## config.mk

```make
export PLATFORM = sky130hd
export DESIGN_NAME = alu_cmd_seq
export DESIGN_NICKNAME = d
export VERILOG_FILES = /design/src/rtl/alu_pkg.sv /design/src/rtl/alu_cmd_seq.sv
export SDC_FILE = /design/constraint.sdc
export NUM_CORES = 1
export LEC_CHECK = 0
export ABC_AREA = 1
export BUFFER_PORTS_ARGS = -buffer_cell sky130_fd_sc_hd__buf_2
export CORE_MARGIN = 2
export CORE_UTILIZATION = 54
export DETAILED_ROUTE_END_ITERATION = 12
export GPL_TIMING_DRIVEN = 1
export PLACE_DENSITY = 0.78
export SYNTH_ARGS = -nofsm -noshare
export SYNTH_HDL_FRONTEND = slang
export SYNTH_SLANG_ARGS = --single-unit
```

## constraint.sdc

```tcl
create_clock -name CLK -period 2 [get_ports CLK]
set_input_delay 0.3 -clock CLK [delete_from_list [all_inputs] [get_ports CLK]]
set_output_delay 0.3 -clock CLK [all_outputs]
set_load 0.01 [all_outputs]
```

## src/rtl/alu_pkg.sv

```systemverilog
// Shared definitions for the ALU_16bit command sequencer: function codes,
// sequencer states and response flag-byte layout.
package alu_pkg;

  localparam int unsigned BYTE_W = 8;
  localparam int unsigned DATA_W = 16;
  localparam int unsigned FUN_W  = 4;
  localparam int unsigned FLAG_W = 4;

  localparam logic [FUN_W-1:0] FUN_ADD  = 4'd0;
  localparam logic [FUN_W-1:0] FUN_SUB  = 4'd1;
  localparam logic [FUN_W-1:0] FUN_MUL  = 4'd2;
  localparam logic [FUN_W-1:0] FUN_DIV  = 4'd3;
  localparam logic [FUN_W-1:0] FUN_AND  = 4'd4;
  localparam logic [FUN_W-1:0] FUN_OR   = 4'd5;
  localparam logic [FUN_W-1:0] FUN_NAND = 4'd6;
  localparam logic [FUN_W-1:0] FUN_NOR  = 4'd7;
  localparam logic [FUN_W-1:0] FUN_XOR  = 4'd8;
  localparam logic [FUN_W-1:0] FUN_XNOR = 4'd9;
  localparam logic [FUN_W-1:0] FUN_EQ   = 4'd10;
  localparam logic [FUN_W-1:0] FUN_GT   = 4'd11;
  localparam logic [FUN_W-1:0] FUN_LT   = 4'd12;
  localparam logic [FUN_W-1:0] FUN_SHR  = 4'd13;
  localparam logic [FUN_W-1:0] FUN_SHL  = 4'd14;
  localparam logic [FUN_W-1:0] FUN_NOP  = 4'd15;

  typedef enum logic [3:0] {
    ST_IDLE,
    ST_GET_A0,
    ST_GET_A1,
    ST_GET_B0,
    ST_GET_B1,
    ST_EXEC,
    ST_SEND0,
    ST_SEND1,
    ST_SEND2
  } seq_state_e;

  localparam int unsigned FLAG_SHIFT_BIT = 0;
  localparam int unsigned FLAG_CMP_BIT   = 1;
  localparam int unsigned FLAG_LOGIC_BIT = 2;
  localparam int unsigned FLAG_ARITH_BIT = 3;

  // Flags are held internally as {arith, logic, cmp, shift}.
  function automatic logic [BYTE_W-1:0] flag_byte(input logic [FLAG_W-1:0] fl);
    logic [BYTE_W-1:0] b;
    b = '0;
    b[FLAG_ARITH_BIT] = fl[3];
    b[FLAG_LOGIC_BIT] = fl[2];
    b[FLAG_CMP_BIT]   = fl[1];
    b[FLAG_SHIFT_BIT] = fl[0];
    return b;
  endfunction

  function automatic logic is_shift_fun(input logic [FUN_W-1:0] f);
    return (f == FUN_SHR) || (f == FUN_SHL);
  endfunction

endpackage

```

## src/rtl/alu_cmd_seq.sv

```systemverilog
// Byte-stream command sequencer in front of ALU_16bit: 5-byte frames in, 3-byte response out.
// Define ALU_SHORT_FRAME_EN to accept 3-byte frames for shift commands.
module alu_cmd_seq
  import alu_pkg::*;
#(
  parameter int unsigned      ALU_LAT = 1,
  parameter logic [FUN_W-1:0] NOP_FUN = 4'hF
) (
  input  logic              CLK,
  input  logic              RST,
  input  logic [BYTE_W-1:0] RX_DATA,
  input  logic              RX_VALID,
  output logic [BYTE_W-1:0] TX_DATA,
  output logic              TX_VALID,
  input  logic              TX_READY,
  output logic [DATA_W-1:0] ALU_A,
  output logic [DATA_W-1:0] ALU_B,
  output logic [FUN_W-1:0]  ALU_FUN,
  input  logic [DATA_W-1:0] ALU_OUT,
  input  logic              ARITH_FLAG,
  input  logic              LOGIC_FLAG,
  input  logic              CMP_FLAG,
  input  logic              SHIFT_FLAG,
  output logic              BUSY,
  output logic              FRAME_ERR,
  output logic              OVERRUN
);

  localparam int unsigned CNT_W = 3;

  seq_state_e        state_q, state_d;
  logic [FUN_W-1:0]  fun_q, fun_d;
  logic [DATA_W-1:0] a_sh_q, a_sh_d;
  logic [BYTE_W-1:0] b_lo_q, b_lo_d;
  logic [DATA_W-1:0] alu_a_q, alu_a_d;
  logic [DATA_W-1:0] alu_b_q, alu_b_d;
  logic [FUN_W-1:0]  alu_fun_q, alu_fun_d;
  logic [CNT_W-1:0]  cnt_q, cnt_d;
  logic [DATA_W-1:0] res_q, res_d;
  logic [FLAG_W-1:0] flags_q, flags_d;
  logic [BYTE_W-1:0] tx_data_q, tx_data_d;
  logic              tx_valid_q, tx_valid_d;
  logic              busy_q, busy_d;
  logic              ferr_q, ferr_d;
  logic              ovr_q, ovr_d;

  always_ff @(posedge CLK or negedge RST) begin
    if (!RST) begin
      state_q    <= ST_IDLE;
      fun_q      <= '0;
      a_sh_q     <= '0;
      b_lo_q     <= '0;
      alu_a_q    <= '0;
      alu_b_q    <= '0;
      alu_fun_q  <= NOP_FUN;
      cnt_q      <= '0;
      res_q      <= '0;
      flags_q    <= '0;
      tx_data_q  <= '0;
      tx_valid_q <= 1'b0;
      busy_q     <= 1'b0;
      ferr_q     <= 1'b0;
      ovr_q      <= 1'b0;
    end else begin
      state_q    <= state_d;
      fun_q      <= fun_d;
      a_sh_q     <= a_sh_d;
      b_lo_q     <= b_lo_d;
      alu_a_q    <= alu_a_d;
      alu_b_q    <= alu_b_d;
      alu_fun_q  <= alu_fun_d;
      cnt_q      <= cnt_d;
      res_q      <= res_d;
      flags_q    <= flags_d;
      tx_data_q  <= tx_data_d;
      tx_valid_q <= tx_valid_d;
      busy_q     <= busy_d;
      ferr_q     <= ferr_d;
      ovr_q      <= ovr_d;
    end
  end

  always_comb begin
    state_d    = state_q;
    fun_d      = fun_q;
    a_sh_d     = a_sh_q;
    b_lo_d     = b_lo_q;
    alu_a_d    = alu_a_q;
    alu_b_d    = alu_b_q;
    alu_fun_d  = alu_fun_q;
    cnt_d      = cnt_q;
    res_d      = res_q;
    flags_d    = flags_q;
    tx_data_d  = tx_data_q;
    tx_valid_d = tx_valid_q;
    ferr_d     = 1'b0;
    ovr_d      = 1'b0;

    case (state_q)
      ST_IDLE: begin
        if (RX_VALID) begin
          if (RX_DATA[7:4] != 4'h0) begin
            ferr_d = 1'b1;
          end else begin
            fun_d   = RX_DATA[3:0];
            state_d = ST_GET_A0;
          end
        end
      end
      ST_GET_A0: begin
        if (RX_VALID) begin
          a_sh_d[7:0] = RX_DATA;
          state_d     = ST_GET_A1;
        end
      end
      ST_GET_A1: begin
        if (RX_VALID) begin
          a_sh_d[15:8] = RX_DATA;
          state_d      = ST_GET_B0;
`ifdef ALU_SHORT_FRAME_EN
          // Shift commands carry no B operand; ALU_B keeps its last value.
          if (is_shift_fun(fun_q)) begin
            alu_a_d   = {RX_DATA, a_sh_q[7:0]};
            alu_fun_d = fun_q;
            cnt_d     = CNT_W'(ALU_LAT);
            state_d   = ST_EXEC;
          end
`endif
        end
      end
      ST_GET_B0: begin
        if (RX_VALID) begin
          b_lo_d  = RX_DATA;
          state_d = ST_GET_B1;
        end
      end
      ST_GET_B1: begin
        if (RX_VALID) begin
          alu_a_d   = a_sh_q;
          alu_b_d   = {RX_DATA, b_lo_q};
          alu_fun_d = fun_q;
          cnt_d     = CNT_W'(ALU_LAT);
          state_d   = ST_EXEC;
        end
      end
      ST_EXEC: begin
        ovr_d = RX_VALID;
        if (cnt_q == '0) begin
          res_d      = ALU_OUT;
          flags_d    = {ARITH_FLAG, LOGIC_FLAG, CMP_FLAG, SHIFT_FLAG};
          tx_data_d  = ALU_OUT[7:0];
          tx_valid_d = 1'b1;
          state_d    = ST_SEND0;
        end else begin
          cnt_d = cnt_q - CNT_W'(1);
        end
      end
      ST_SEND0: begin
        ovr_d = RX_VALID;
        if (TX_READY) begin
          tx_data_d = res_q[15:8];
          state_d   = ST_SEND1;
        end
      end
      ST_SEND1: begin
        ovr_d = RX_VALID;
        if (TX_READY) begin
          tx_data_d = flag_byte(flags_q);
          state_d   = ST_SEND2;
        end
      end
      ST_SEND2: begin
        ovr_d = RX_VALID;
        if (TX_READY) begin
          tx_valid_d = 1'b0;
          alu_fun_d  = NOP_FUN;
          state_d    = ST_IDLE;
        end
      end
      default: state_d = ST_IDLE;
    endcase

    busy_d = (state_d != ST_IDLE);
  end

  assign TX_DATA   = tx_data_q;
  assign TX_VALID  = tx_valid_q;
  assign ALU_A     = alu_a_q;
  assign ALU_B     = alu_b_q;
  assign ALU_FUN   = alu_fun_q;
  assign BUSY      = busy_q;
  assign FRAME_ERR = ferr_q;
  assign OVERRUN   = ovr_q;

endmodule

```

* After elaboration in Yosys (flattened, before gate mapping)
Index checks and enable logic that the tools add are counted.
** Storage, ports and cells
- Register bits :: 103
- Input bits :: 32
- Output and inout port bits :: 48
- Logic and storage cells :: 79
** Operators by class
- Add/subtract/negate cells :: 1
- Equal/unequal tests :: 14
- Multiplexer cells :: 28
- Bitwise gates (word level) :: 1
- Reduce and logical (&&, ||, !) cells :: 19
** Operators with widths (number)
- $mux W4 :: 12
- $pmux W4 S9 :: 1
- $mux W8 :: 3
- $pmux W8 S3 :: 1
- $eq A4 B3 Y1 const B :: 4
- $ne A2 B2 Y1 const B :: 6
- $reduce_and A3 Y1 :: 4
- $reduce_and A2 Y1 :: 5
- $eq A4 B2 Y1 const B :: 2
- $pmux W4 S2 :: 1
- $reduce_bool A4 Y1 :: 2
- $mux W1 :: 6
- $mux W3 :: 2
- $pmux W3 S2 :: 1
- $reduce_bool A2 Y1 :: 3
- $eq A4 B1 Y1 const B :: 1
- $eq A4 B4 Y1 const B :: 1
- $logic_not A4 Y1 :: 1
- $reduce_and A4 Y1 :: 1
- $reduce_or A4 Y1 :: 1
- $logic_not A3 Y1 :: 1
- $reduce_bool A3 Y1 :: 1
- $sub A3 B1 Y3 const B :: 1
- $pmux W1 S2 :: 1
- $not A1 Y1 :: 1

* Logic depth before layout (Yosys ltp)
Gate-level depths: netlist (run 1).
- Depth after elaboration :: 5
- Gate-level depth with buffers :: 11
- Gate-level depth less buffers :: 11

* Worst setup path after synthesis (run 1)
No wires, ideal clock.
- Path kind :: flip-flop to flip-flop
- From :: register cnt_q[0]
- To :: register busy_q (netlist: BUSY)
- Library setup time :: 0.120 ns
- Arrival :: 1.288 ns
- Required time :: 1.880 ns
- Path slack :: 0.592 ns
- Cell stages (with the launch flop) :: 12
- Path buffers :: 0
- Period minus slack after synthesis :: 1.408 ns
- Path through :: dfrtp_1 -> inv_1 -> ha_1 -> inv_1 -> nor2_1 -> nor2_1 -> nand2_2 -> nand2_1 -> inv_1 -> nand2_1 -> nor2_1 -> nand2_1
** Between the ends
- Cells in the longest elaborated chain, start to end :: 4
** RTL lines
- start: declaration :: RTL line alu_cmd_seq.sv:38 : logic [CNT_W-1:0] cnt_q, cnt_d;
- start signal: assignment :: RTL line alu_cmd_seq.sv:72 : cnt_q <= cnt_d;
- $logic_not A3 Y1 :: RTL line alu_cmd_seq.sv:148 : if (cnt_q == '0) begin
- $mux W4 :: RTL line alu_cmd_seq.sv:148
- $pmux W4 S9 :: RTL line alu_cmd_seq.sv:99 : case (state_q)
- $reduce_bool A4 Y1 :: RTL line alu_cmd_seq.sv:183 : busy_d = (state_d != ST_IDLE);
- net busy_d :: RTL line alu_cmd_seq.sv:43 : logic busy_q, busy_d;
- end signal: assignment :: RTL line alu_cmd_seq.sv:77 : busy_q <= busy_d;
- end: declaration :: RTL line alu_cmd_seq.sv:43
The timed path passes the listed nets, and every way through them passes these cells.
A chain may end at the register's enable or synchronous reset.

* Final worst setup path (run 1)
- From :: register state_q[1]
- To :: register alu_b_q[15] (netlist: ALU_B[15])
** Between the ends
- Cells in the longest elaborated chain, start to end :: 2
** RTL lines
- start: declaration :: RTL line alu_cmd_seq.sv:31 : seq_state_e state_q, state_d;
- start signal: assignment :: RTL line alu_cmd_seq.sv:65 : state_q <= state_d;
- $eq A4 B3 Y1 :: RTL line alu_cmd_seq.sv:99
- $reduce_and A2 Y1 (no line)
- end signal: assignment :: RTL line alu_cmd_seq.sv:70 : alu_b_q <= alu_b_d;
- end: declaration :: RTL line alu_cmd_seq.sv:36 : logic [DATA_W-1:0] alu_b_q, alu_b_d;
No other way between the ends.

==> results of run 1 <==
[what timing repair did]
item | CTS | global route
endpoints found under the hold margin | 30 | 0
setup endpoints to repair | 0 | 0
hold buffers | 1 | 0
[power breakdown]
part	leakage [nW]	internal (mW)	switching [mW]
logic	1.26	0.492	0.734
registers	1.20	2.45	0.288
clock network	0.102	0.706	0.678
total	2.57	3.65	1.70
[state kept, by name (all words and copies together) (netlist names)]
register and flops:
fun_q 4, BUSY 1, cnt_q 3, TX_VALID 1, res_q 8, ALU_A 16, OVERRUN 1, ALU_B 16
ALU_FUN 4, TX_DATA 8, state_q 4, flags_q 4, b_lo_q 8, a_sh_q 16, FRAME_ERR 1
[placed cells by master (no fill, tap or decap)]
cell,Yosys,final
a21oi_1,1,1
nand3_2,2,2
o21ai_0,17,17
dfrtp_1,91,91
ha_1,2,2
buf_12,0,1
inv_4,1,1
nor2_4,4,4
nand2_4,1,1
nand4_1,1,1
xor2_1,1,1
nand3_1,21,21
nor2_1,12,12
bufinv_16,0,2
dlygate4sd3_1,0,1
nor2_2,4,4
nor3_1,2,2
nand2_1,192,192
nand2_2,6,6
buf_2,5,78
o21ai_1,30,30
inv_1,30,30
inv_2,5,5
clkbuf_8,0,9
dfstp_2,4,4
clkinvlp_4,0,2
buf_4,0,6
o22ai_1,1,1
o22a_1,4,4
inv_6,0,2
a21boi_0,1,1
[metal layers]
layer | up-vias | GRT usage | routed length [µm]
met5 | - | 0 | 0
met4 | 0 | 0.07734 | 102
met3 | 9 | 0.04432 | 406
met2 | 73 | 0.3657 | 3992
met1 | 1475 | 0.3107 | 3795
li1 | 1564 | - | -
[worst max-delay path: stages (launching register included)]
cell and delay (ns):
dfrtp_1 0.45, nor2_1 0.30, nand3_2 0.26, buf_4 0.30, nand2_1 0.09, o21ai_1 0.08
[layout make-up]
class | count | area, µm²
Fill cell | 643 | 2462
Sequential cell | 95 | 2382
Multi-Input combinational cell | 302 | 1349
Timing Repair Buffer | 86 | 465.4
Inverter | 36 | 137.6
Clock buffer | 9 | 123.9
Tap cell | 99 | 123.9
Clock inverter | 6 | 92.59
[cells by family (layout without fill, tap and decap cells)]
family | Yosys count | count (layout) | share of synthesized area
buffers and inverters | 48 | 137 | 0.05183
xor gates and xnor gates | 1 | 1 | 0.002226
AOI/OAI and AO/OA | 54 | 54 | 0.07345
and+or+nand+nor | 245 | 245 | 0.2607
DFF | 95 | 95 | 0.6054
adders and majority gates | 2 | 2 | 0.006358
[worst paths after layout]
path,to,slack [ns]
setup / recovery,ALU_B[15],0.41
hold / removal,flags_q[3],0.16
setup reg to reg,ALU_B[15],0.41
hold reg to reg,ALU_A[5],0.47
max in group asynchronous,res_q[8],0.91
min in group asynchronous,b_lo_q[4],0.43
==> flow_metrics.env, run 1 <==
export IMPL_status="finished clean"
export IMPL_diodes=0
export IMPL_die_width_um=89.37
export IMPL_root_buffer="clkbuf_8"
export IMPL_max_slew_margin_rel=0.7012
export IMPL_grt_antenna_before_repair=1
export IMPL_drt_iter0_drc=215
export IMPL_finalNonFillerCells=633
export IMPL_finalSetupViolations=0
export IMPL_synth_seq_cells=95
export IMPL_fmax_mhz=627.7
export IMPL_cts_made_buffers=9
export IMPL_syn_nets=479
export IMPL_totalWireLength_mm=8.296
export IMPL_final_antenna_net_count=0
export IMPL_drive_above_1_share=0.2378
export IMPL_tightest_slew_ns=0.4482
export IMPL_grt_max_degree=62
export IMPL_final_area_um2=4674
export IMPL_yosys_top_cells_count="nand2_1, dfrtp_1, inv_1, o21ai_1, nand3_1"
export IMPL_worstPathRequired_ns=2.24
export IMPL_die_area_um2=7986
export IMPL_final_util=0.6550
export IMPL_grt_setup_unrepaired="no"
export IMPL_vdd_drop_max_uv=488.7
export IMPL_cts_tree="done"
export IMPL_drc_errors=0
export IMPL_grt_usage=0.2270
export IMPL_hold_slack_ns=0.1631
export IMPL_synth_largest_area_cell="dfrtp_1"
export IMPL_synth_avg_cell_area_um2=8.843
export IMPL_drt_first_pass_iters=4
export IMPL_final_hold_viol_count=0
export IMPL_via_per_inst=4.930
export IMPL_clkSinkCount=95
export IMPL_place_ws_ns=0.4108
export IMPL_post_synth_top_count_cell="nand2_1"
export IMPL_coreArea_um2=7137
export IMPL_grt_ovfl_total=0
export IMPL_power_density_nw_per_um2=1145
export IMPL_cts_resized=0
export IMPL_grt_pass1_vias=2867
export IMPL_hold_start="ARITH_FLAG"
export IMPL_die_h_um=89.37
export IMPL_worst_r2r_startpoint="state_q[1]"
export IMPL_hpwl_mm=5.986
export IMPL_drv_cap=0
export IMPL_cp_start_kind="flip-flop"
export IMPL_p_leak_nw=2.566
export IMPL_post_cts_buffers=0
export IMPL_slew_violations=0
export IMPL_start_util=0.5514
export IMPL_clockBufferDepth=2
export IMPL_io_pins=80
export IMPL_clk_latency_ns=0.36
export IMPL_yosysTopAreaCellShare=0.5787
export IMPL_grt_pass1_wl_mm=13.66
export IMPL_vias=3121
export IMPL_syn_inst=445
export IMPL_synth_main_ff_cell="dfrtp_1"
export IMPL_setup_tns_ns=0
export IMPL_yosysWarnings=0
export IMPL_whs_path_depth=3
export IMPL_total_power_mw=5.352
export IMPL_finalCritPeriodShare=0.7965
export IMPL_layout_setup_ws_ns=0.4069
export IMPL_synthToLayoutAreaGrowth_pct=18.79
export IMPL_place_gp_congestion=0.8694
export IMPL_placed_cells=617
export IMPL_hold_path_class="primary input to flip-flop"
export IMPL_worstRegToRegCells=5
export IMPL_critPathKind="flip-flop to flip-flop"
export IMPL_num_rows=31
export IMPL_end_kind="flip-flop"
export IMPL_critPathMaxFanout=26
export IMPL_wire_per_inst_um=13.11
export IMPL_port_buffers=79
export IMPL_placed_area_um2=4448
export IMPL_cts_max_level=3
export IMPL_synth_area_leaders="dfrtp_1, nand2_1, o21ai_1"
export IMPL_syn_area_um2=3935
export IMPL_ys_seq_area_frac=0.6054
export IMPL_skew_ns=0.007701
export IMPL_final_nets=564
export IMPL_post_route_min_period_ns=1.593
export IMPL_synth_edf_count=0
export IMPL_clkTransAtPathRegs_ns=0.09
export IMPL_cp_data_arrival_time_ns=1.83
export IMPL_ys_types=26
export IMPL_synthArstFlopShare=1.000
export IMPL_startpoint="state_q[1]"
No activity file was read; power rests on OpenSTA's default activity.
==> inputs of run 2 (changes only) <==
CORE_UTILIZATION = 49   (was 54)
PLACE_DENSITY = 0.74   (was 0.78)
clock period = 1.4 ns   (was 2 ns; I/O delays follow)
==> run 2 against run 1 <==
  * Highest routed layer unchanged
  * Non-clock buffer count grew 27
  * First-iteration DRC count decreased by 46%
  * Via count grew 4.8%
  * Flip-flop and latch count unchanged
  * Clock power up 36%
  * The flow now finishes with violations (setup timing)
  * Count of clock-buffer cells in the layout is 2 higher
==> flow_metrics.env, run 2 (synthesis results as in run 1) <==
export IMPL_status="complete, but fails checks"
export IMPL_failed_checks="setup timing"
export IMPL_switching_share=0.3264
export IMPL_grt_usage=0.2086
export IMPL_root_buffer="clkbuf_8"
export IMPL_place_gp_congestion=0.8440
export IMPL_post_route_min_period_ns=1.429
export IMPL_fmax_mhz=699.8
export IMPL_p_int_mw=5.414
export IMPL_hold_start="RX_DATA[1]"
export IMPL_synthToLayoutAreaGrowth_pct=28.27
export IMPL_clkPwrFrac=0.233
export IMPL_start_util=0.5066
export IMPL_end_kind="flip-flop"
export IMPL_totalWireLength_mm=9.075
export IMPL_p_leak_nw=2.746
export IMPL_drt_first_pass_iters=4
export IMPL_worst_r2r_startpoint="state_q[1]"
export IMPL_layout_setup_ws_ns=-0.02907
export IMPL_critPathKind="flip-flop to flip-flop"
export IMPL_drv_cap=0
export IMPL_total_power_mw=8.038
export IMPL_cts_made_buffers=9
export IMPL_clkSinkCount=95
export IMPL_hold_path_class="primary input to flip-flop"
export IMPL_clk_latency_ns=0.36
export IMPL_whs_endpoint="a_sh_q[1]"
export IMPL_hpwl_mm=6.106
export IMPL_final_antenna_net_count=0
export IMPL_worstPathRequired_ns=1.64
export IMPL_cp_data_arrival_time_ns=1.67
export IMPL_critPathMaxFanout=4
export IMPL_die_h_um=93.62
export IMPL_die_width_um=93.62
export IMPL_grt_antenna_before_repair=0
export IMPL_die_area_um2=8764
export IMPL_r2r_setup_slack_ns=-0.03
export IMPL_reg2reg_to="BUSY"
export IMPL_grt_pass1_vias=3041
export IMPL_final_hold_viol_count=0
export IMPL_wire_per_inst_um=13.65
export IMPL_power_frac_comb=0.279
export IMPL_grt_max_degree=48
export IMPL_finalSetupViolations=1
export IMPL_port_buffers=79
export IMPL_drc_errors=0
export IMPL_power_density_nw_per_um2=1592
export IMPL_clockBufferDepth=2
export IMPL_worstRegToRegCells=8
export IMPL_sequentialPowerShare=0.489
export IMPL_grt_setup_unrepaired="yes"
export IMPL_coreArea_um2=7767
export IMPL_num_rows=32
export IMPL_grt_ovfl_total=0
export IMPL_skew_ns=0.008488
export IMPL_vias=3272
export IMPL_whs_path_depth=3
export IMPL_layout_common_cells="nand2_1, dfrtp_1, buf_2"
export IMPL_cts_tree="done"
export IMPL_io_pins=80
export IMPL_max_slew_margin_rel=0.5369
export IMPL_drt_iter0_drc=117
export IMPL_final_nets=593
export IMPL_via_per_inst=4.920
export IMPL_hold_slack_ns=0.06346
export IMPL_final_common_cell="nand2_1"
export IMPL_vdd_drop_max_uv=661.6
export IMPL_switchingPower_mw=2.623
export IMPL_place_ws_ns=-0.04613
export IMPL_diodes=0
export IMPL_cp_start_kind="flip-flop"
export IMPL_drive_above_1_share=0.3233
export IMPL_tightest_slew_ns=0.6893
export IMPL_cts_max_level=3
export IMPL_slew_violations=0
export IMPL_clkTransAtPathRegs_ns=0.10
export IMPL_grt_pass1_wl_mm=14.28
export IMPL_finalCritPeriodShare=1.021
run 2: power groups by stage:
stage / Combinational, mW / Sequential (mW) / Clock (mW)
after floorplan: 0.931 / 4.06 / 0
after detailed placement: 1.91 / 3.95 / 0
after CTS: 1.97 / 3.92 / 1.91
final: 2.24 / 3.93 / 1.87
after global routing: 2.49 / 4.01 / 2.00
after global placement: 1.84 / 3.93 / 0
run 2: routing by layer:
| layer | part of all wire | track usage |
|---|---|---|
| met5 | 0 | 0 |
| met4 | 0.019 | 0.07126 |
| met3 | 0.052 | 0.04271 |
| met2 | 0.49 | 0.3315 |
| met1 | 0.43 | 0.2880 |
run 2: worst max-delay path, cell delays in order (launching register included):
cell,delay (ns)
dfrtp_1,0.42
inv_1,0.08
nand2_1,0.15
buf_4,0.15
nor2_4,0.04
nor2_1,0.17
nand3_1,0.13
nor2_1,0.11
nand2_1,0.07
run 2: repair_timing:
item	4_1_cts	5_1_grt
pin swaps	1	16
hold buffers	1	0
resized for setup	8	42
hold endpoints to repair	18	0
setup buffers	1	12
cloned	1	1
setup endpoints to repair	13	58
run 2: cell type report:
type / instances / area [µm²]
Clock buffer: 11 / 151.4
Timing Repair Buffer: 113 / 720.7
Multi-Input combinational cell: 304 / 1469
Inverter: 36 / 140.1
Tap cell: 102 / 127.6
Fill cell: 665 / 2720
Clock inverter: 4 / 53.80
Sequential cell: 95 / 2385
run 2: how the worst max path moves through the flow:
stage | cells past startpoint | startpoint | end
3_5_place_dp | 7 | state_q[3] | a_sh_q[10]
4_1_cts | 7 | state_q[3] | fun_q[1]
2_1_floorplan | 11 | cnt_q[0] | BUSY
6_report | 8 | state_q[1] | BUSY
5_1_grt | 9 | state_q[1] | BUSY
3_3_place_gp | 7 | state_q[3] | a_sh_q[11]
run 2: metrics by stage:
stage | instances | cell area (µm²) | setup TNS (ns) | utilization
2_1_floorplan | 445 | 3938 | 0 | -
3_3_place_gp | 634 | 4584 | 0 | 0.5902
3_5_place_dp | 634 | 4584 | -0.3176 | 0.5902
4_1_cts | 652 | 4833 | -0.003506 | 0.6223
5_1_grt | 665 | 5047 | -1.157 | 0.6498
6_report | 665 | 5047 | -0.02907 | 0.6498
